$ cat config.mk
export PLATFORM = sky130hd
export DESIGN_NAME = xor_gate_bus_pipelined
export DESIGN_NICKNAME = d
export VERILOG_FILES = /design/src/rtl/xor_gate_bus_pipelined.sv
export SDC_FILE = /design/constraint.sdc
export NUM_CORES = 1
export LEC_CHECK = 0
export ABC_CLOCK_PERIOD_IN_PS = 1300
export CORE_ASPECT_RATIO = 0.6
export CORE_MARGIN = 3
export CORE_UTILIZATION = 60
export CTS_CLUSTER_DIAMETER = 30
export DETAILED_ROUTE_END_ITERATION = 10
export DONT_BUFFER_PORTS = 1
export PLACE_DENSITY_LB_ADDON = 0.05
export SKIP_CTS_REPAIR_TIMING = 1
export SYNTH_ARGS = -nofsm -noshare
export SYNTH_HDL_FRONTEND = slang
export SYNTH_SLANG_ARGS = --single-unit
$ cat constraint.sdc
create_clock -name Clock -period 1.3 [get_ports Clock]
set_input_delay 0.195 -clock Clock [delete_from_list [all_inputs] [get_ports Clock]]
set_output_delay 0.195 -clock Clock [all_outputs]
set_load 0.05 [all_outputs]
$ cat src/rtl/xor_gate_bus_pipelined.sv
// Multi-input bus XOR with per-input inversion, parity/one-hot reduction,
// a 2-stage valid/ready pipeline and a running XOR accumulator of delivered results.
module xor_gate_bus_pipelined #(
  parameter int                    NrOfBits    = 8,
  parameter int                    NrOfInputs  = 3,
  parameter logic [NrOfInputs-1:0] BubblesMask = '0,
  parameter int                    OneHotMode  = 0
) (
  input  logic                           Clock,
  input  logic                           Reset,
  input  logic [NrOfInputs*NrOfBits-1:0] Inputs,
  input  logic                           InValid,
  output logic                           InReady,
  output logic [NrOfBits-1:0]            Result,
  output logic                           OutValid,
  input  logic                           OutReady,
  input  logic                           AccClear,
  output logic [NrOfBits-1:0]            Accumulator
);

  function automatic logic [NrOfInputs*NrOfBits-1:0] apply_bubbles(
    input logic [NrOfInputs*NrOfBits-1:0] v
  );
    logic [NrOfInputs*NrOfBits-1:0] r;
    r = v;
    for (int i = 0; i < NrOfInputs; i++) begin
      r[i*NrOfBits +: NrOfBits] = v[i*NrOfBits +: NrOfBits] ^ {NrOfBits{BubblesMask[i]}};
    end
    return r;
  endfunction

  // One-hot is tracked as "seen at least once" minus "seen at least twice",
  // which avoids building a per-bit population counter.
  function automatic logic [NrOfBits-1:0] reduce_f(
    input logic [NrOfInputs*NrOfBits-1:0] v
  );
    logic [NrOfBits-1:0] par;
    logic [NrOfBits-1:0] seen;
    logic [NrOfBits-1:0] multi;
    par   = '0;
    seen  = '0;
    multi = '0;
    for (int i = 0; i < NrOfInputs; i++) begin
      multi = multi | (seen & v[i*NrOfBits +: NrOfBits]);
      seen  = seen | v[i*NrOfBits +: NrOfBits];
      par   = par ^ v[i*NrOfBits +: NrOfBits];
    end
    return (OneHotMode != 0) ? (seen & ~multi) : par;
  endfunction

  logic                           vld_p1_q, vld_p1_d;
  logic [NrOfInputs*NrOfBits-1:0] data_p1_q, data_p1_d;
  logic                           vld_p2_q, vld_p2_d;
  logic [NrOfBits-1:0]            res_p2_q, res_p2_d;
  logic [NrOfBits-1:0]            acc_q, acc_d;
  logic                           adv_p1;
  logic                           accept_p0;
  logic                           xfer_p2;

  assign adv_p1    = !vld_p2_q || OutReady;
  assign InReady   = !vld_p1_q || adv_p1;
  assign accept_p0 = InValid && InReady;
  assign xfer_p2   = vld_p2_q && OutReady;

  always_comb begin
    vld_p1_d  = vld_p1_q;
    data_p1_d = data_p1_q;
    vld_p2_d  = vld_p2_q;
    res_p2_d  = res_p2_q;
    acc_d     = acc_q;

    // Stage 1: capture inverted operands
    if (accept_p0) begin
      data_p1_d = apply_bubbles(Inputs);
      vld_p1_d  = 1'b1;
    end else if (adv_p1) begin
      vld_p1_d  = 1'b0;
    end

    // Stage 2: reduce; Result keeps its last value across bubbles
    if (adv_p1) begin
      vld_p2_d = vld_p1_q;
      if (vld_p1_q) begin
        res_p2_d = reduce_f(data_p1_q);
      end
    end

    // Clear takes effect before folding a coincident delivery
    if (xfer_p2) begin
      acc_d = (AccClear ? '0 : acc_q) ^ res_p2_q;
    end else if (AccClear) begin
      acc_d = '0;
    end
  end

  always_ff @(posedge Clock) begin
    if (Reset) begin
      vld_p1_q  <= 1'b0;
      data_p1_q <= '0;
      vld_p2_q  <= 1'b0;
      res_p2_q  <= '0;
      acc_q     <= '0;
    end else begin
      vld_p1_q  <= vld_p1_d;
      data_p1_q <= data_p1_d;
      vld_p2_q  <= vld_p2_d;
      res_p2_q  <= res_p2_d;
      acc_q     <= acc_d;
    end
  end

  assign Result      = res_p2_q;
  assign OutValid    = vld_p2_q;
  assign Accumulator = acc_q;

endmodule

Word-level counts from Yosys, hierarchy flattened
Index checks and enable logic that the tools add are counted.
{"block": "totals", "ff_bits": 42, "in_bits": 29, "output_inout_bits": 18, "elab_cells": 20}
{"block": "classes", "mux": 4, "bitwise_logic": 3, "n_reduce_logical": 8}
{"cell": "bitwise XOR 8 bit", "n": 3}
{"cell": "two-way mux 8 bit", "n": 2}
{"cell": "logical AND 1 bit", "n": 2}
{"cell": "zero test 1 bit", "n": 2}
{"cell": "logical OR 1 bit", "n": 2}
{"cell": "two-way mux 1 bit", "n": 2}
{"cell": "AND reduction 2 bit", "n": 1}
{"cell": "nonzero test 2 bit", "n": 1}

Logic depth before layout (Yosys ltp)
{"block": "depth", "depth_word": 5, "mapped_depth": 7, "ltp_nobuf": 4}

Least setup slack after synthesis
OpenSTA, ideal clock, no wires.
{"block": "synth_path", "path_type": "flip-flop to flip-flop", "start": "reg vld_p2_q, in the netlist OutValid", "end": "reg data_p1_q[15]", "setup_time_ns": 0.132, "arrival_ns": 1.498, "required_ns": 1.168, "setup_slack_ns": -0.330, "path_stages_with_launch": 8, "path_buffers": 3, "synth_period_minus_slack_ns": 1.630, "path_cell_list": "dfxtp_1 > buf_2 > and3b_1 > buf_6 > inv_8 > buf_12 > nand3_1 > a21oi_1"}
{"block": "synth_between", "elab_chain_len": 4}
{"item": "start: declaration", "line": "53", "rtl": "logic vld_p2_q, vld_p2_d;"}
{"item": "start signal: assignment", "line": "106", "rtl": "vld_p2_q <= vld_p2_d;"}
{"item": "zero test 1 bit", "line": "60", "rtl": "assign adv_p1 = !vld_p2_q || OutReady;"}
{"item": "logical OR 1 bit", "line": "60"}
{"item": "logical OR 1 bit", "line": "61", "rtl": "assign InReady = !vld_p1_q || adv_p1;"}
{"item": "named net InReady", "line": "13", "rtl": "output logic InReady,"}
{"item": "logical AND 1 bit", "line": "62", "rtl": "assign accept_p0 = InValid && InReady;"}
{"item": "end signal: assignment", "line": "105", "rtl": "data_p1_q <= data_p1_d;"}
{"item": "end: declaration", "line": "52", "rtl": "logic [NrOfInputs*NrOfBits-1:0] data_p1_q, data_p1_d;"}
The timed path passes the listed nets, and every way through them passes these cells.
A chain may end at the register's enable or synchronous reset.

Worst setup path after layout
{"block": "layout_path", "start": "reg vld_p2_q, in the netlist OutValid", "end": "out InReady"}
{"block": "layout_between", "elab_chain_len": 3}
{"item": "zero test 1 bit", "line": "60"}
{"item": "logical OR 1 bit", "line": "60"}
{"item": "logical OR 1 bit", "line": "61"}
{"item": "end: declaration", "line": "13"}
Every way passes these cells.

==> metrics.cfg <==
[critical_path]
crit_type=flop to output pin
crit_buf_inv=2
cp-startpoint=OutValid
worstPathRequired_ns=1.11
setup.worst_path.start_class=flop
r2r-start=OutValid
slowest_stage=dfxtp_4
crit_fanout=4
crit_family=flip-flops
critPathMaxStageDelay_ns=0.35
path_cells=and3b_2 > clkinv_8 > buf_12
end_kind=output pin
crit_arrival_ns=1.17

[logic_synthesis]
synth_area_per_cell_um2=9.18
netlist_instances=195
synth-async-reset-ratio_pct=0
ys_ff_latch=42
synth_edf_count=0
synthFlopType=dfxtp_1
ys_seq_area_share_pct=47.0
netlist_area_um2=1790
netlist_top_cells_count=42 x dfxtp_1, 32 x nand3_1, 26 x a21oi_1
yosys_warnings=0
synth_top_area_cell=dfxtp_1
yosysMostFrequentCell=dfxtp_1
synthDistinctLibCells=23
yosys-top-cells-area=dfxtp_1 47%, nand3_1 9.0%, xnor2_1 7.8%
synthesis.nets=224
synth_top_area_share_pct=47.0

[sta]
finalSetupViolations=1
fin_ws_ns=-0.0635
min_period_ns=1.36
slew-limit-headroom_pct=73.5
max_freq_ghz=0.733
hold_slack_ns=0.0479
rsz0062_at_grt=yes
fin_skew_ns=0.00317
maxSlewViolCount=0
finalHoldViolCount=0
worst_pin_slew_ns=0.398
period_share_pct=105

[route]
via_count=1468
wl_um=4080
first_pass_iters=4
ant_nets=0
detailedRoute.firstIterationViolations=156
wl_per_cell_um=15.9
via_per_inst=5.71
drc=0

[clock_network]
insertion_delay_ns=0.29
clockBufferDepth=2
root_buffer=clkbuf_8
clk_pin_slew_ns=0.07
cts_tree=built
cts_sinks=42
cts_buffers=5
htreeDepth=2

[layout]
antenna_cells=0
syn2layout_area_growth_pct=15.5
final_util_pct=77.6
nets=245
drive_above_1_share_pct=19.8

[global_routing]
busiest_layer=met2
grtUsageMet3_pct=8.33
grt_pass1_vias=1381
antenna_found_initial=0
grt_overflow=0
grtUsageMet1_pct=26.4
grtUsageTotal_pct=20.8
grt_pass1_wl_um=6180
grt_max_degree=37
use_met2_pct=31.8

[die]
core_area_um2=2660
pin_count=47
rows=14
start_util_pct=67.2
die_area_um2=3690
die_x_um=76.5
die_h_um=48.3

[status]
violations=setup timing
status=finished, violations left

[power]
ir_worst_vdd_mv=0.727
p_leak_uw=0.000804
powerDensity_nw_per_um2=1230
p_total_uw=2540

[flow_run]
cap_viol_max_count=0

[hold_path]
holdCritPathClass=input port to flop
hp-start=Inputs[2]

[placement]
hpwl_um=2650
globalplace.congestion=0.827
portBuffers=0

[stage by stage]
step           cells  TNS [ns]  setup slack, ns  cell area [um^2]
3_3_place_gp     239         0            0.112              1880
4_1_cts          247    -0.104           -0.104              1970
5_1_grt          257    -0.494          -0.0937              2070
3_5_place_dp     239         0           0.0237              1880
2_1_floorplan    195   -0.0889          -0.0111              1800
6_report         257   -0.0635          -0.0635              2070
[flip-flops by register name (all words and copies together), names as in the netlist]
name and count:
Result 8, data_p1_q 24, vld_p1_q 1, OutValid 1, Accumulator 8
[path summary, 6_finish.rpt]
| path | to | cells after the start | slack (ns) |
|---|---|---|---|
| worst min-delay path | data_p1_q[2] | 2 | 0.05 |
| worst max register to register | data_p1_q[20] | 4 | 0.01 |
| worst min register to register | Result[7] | 1 | 0.49 |
| worst max-delay path | InReady | 3 | -0.06 |
[cell usage in the layout, fill, tap and decap left out, types with 6 or more instances in the layout]
cell,netlist,final
dfxtp_1,42,40
nand3_1,32,32
a21oi_1,26,26
buf_4,2,26
xnor2_1,16,16
o21ai_0,16,16
nand2b_1,9,9
nor2_1,8,8
o21ai_1,8,8
xor2_1,8,8
o2bb2ai_1,8,8
clkbuf_8,0,6
[layer usage]
metal	wire, um	vias to the layer above
met5	0	-
met4	38	0
met3	312	7
met2	1840	57
met1	1890	693
li1	-	711
[final cells by class]
class | count | area [um^2]
clock buffer | 7 | 86.3
fill | 188 | 596
sequential | 42 | 846
clock inverter | 1 | 5.00
tap | 40 | 50.0
timing repair buffer | 28 | 235
timing repair inverter | 2 | 17.5
multi-input combinational | 134 | 803
inverter | 3 | 23.8
[kinds of logic (layout without fill, tap and decap cells)]
| logic type | Yosys count | count (layout) | share of synthesized area, % |
|---|---|---|---|
| flops | 42 | 42 | 47.0 |
| xor+xnor | 24 | 24 | 11.7 |
| simple gates | 51 | 51 | 14.7 |
| compound gates | 59 | 59 | 18.4 |
| buf+inv | 19 | 41 | 8.18 |
[report_power, final]
| part | leakage, uW | internal [uW] | switching, uW |
|---|---|---|---|
| logic | 0.000411 | 121 | 184 |
| clock network | 0.0000482 | 428 | 419 |
| registers | 0.000345 | 1350 | 40.5 |
| total | 0.000804 | 1900 | 643 |
Power figures use the tool's default switching activity.
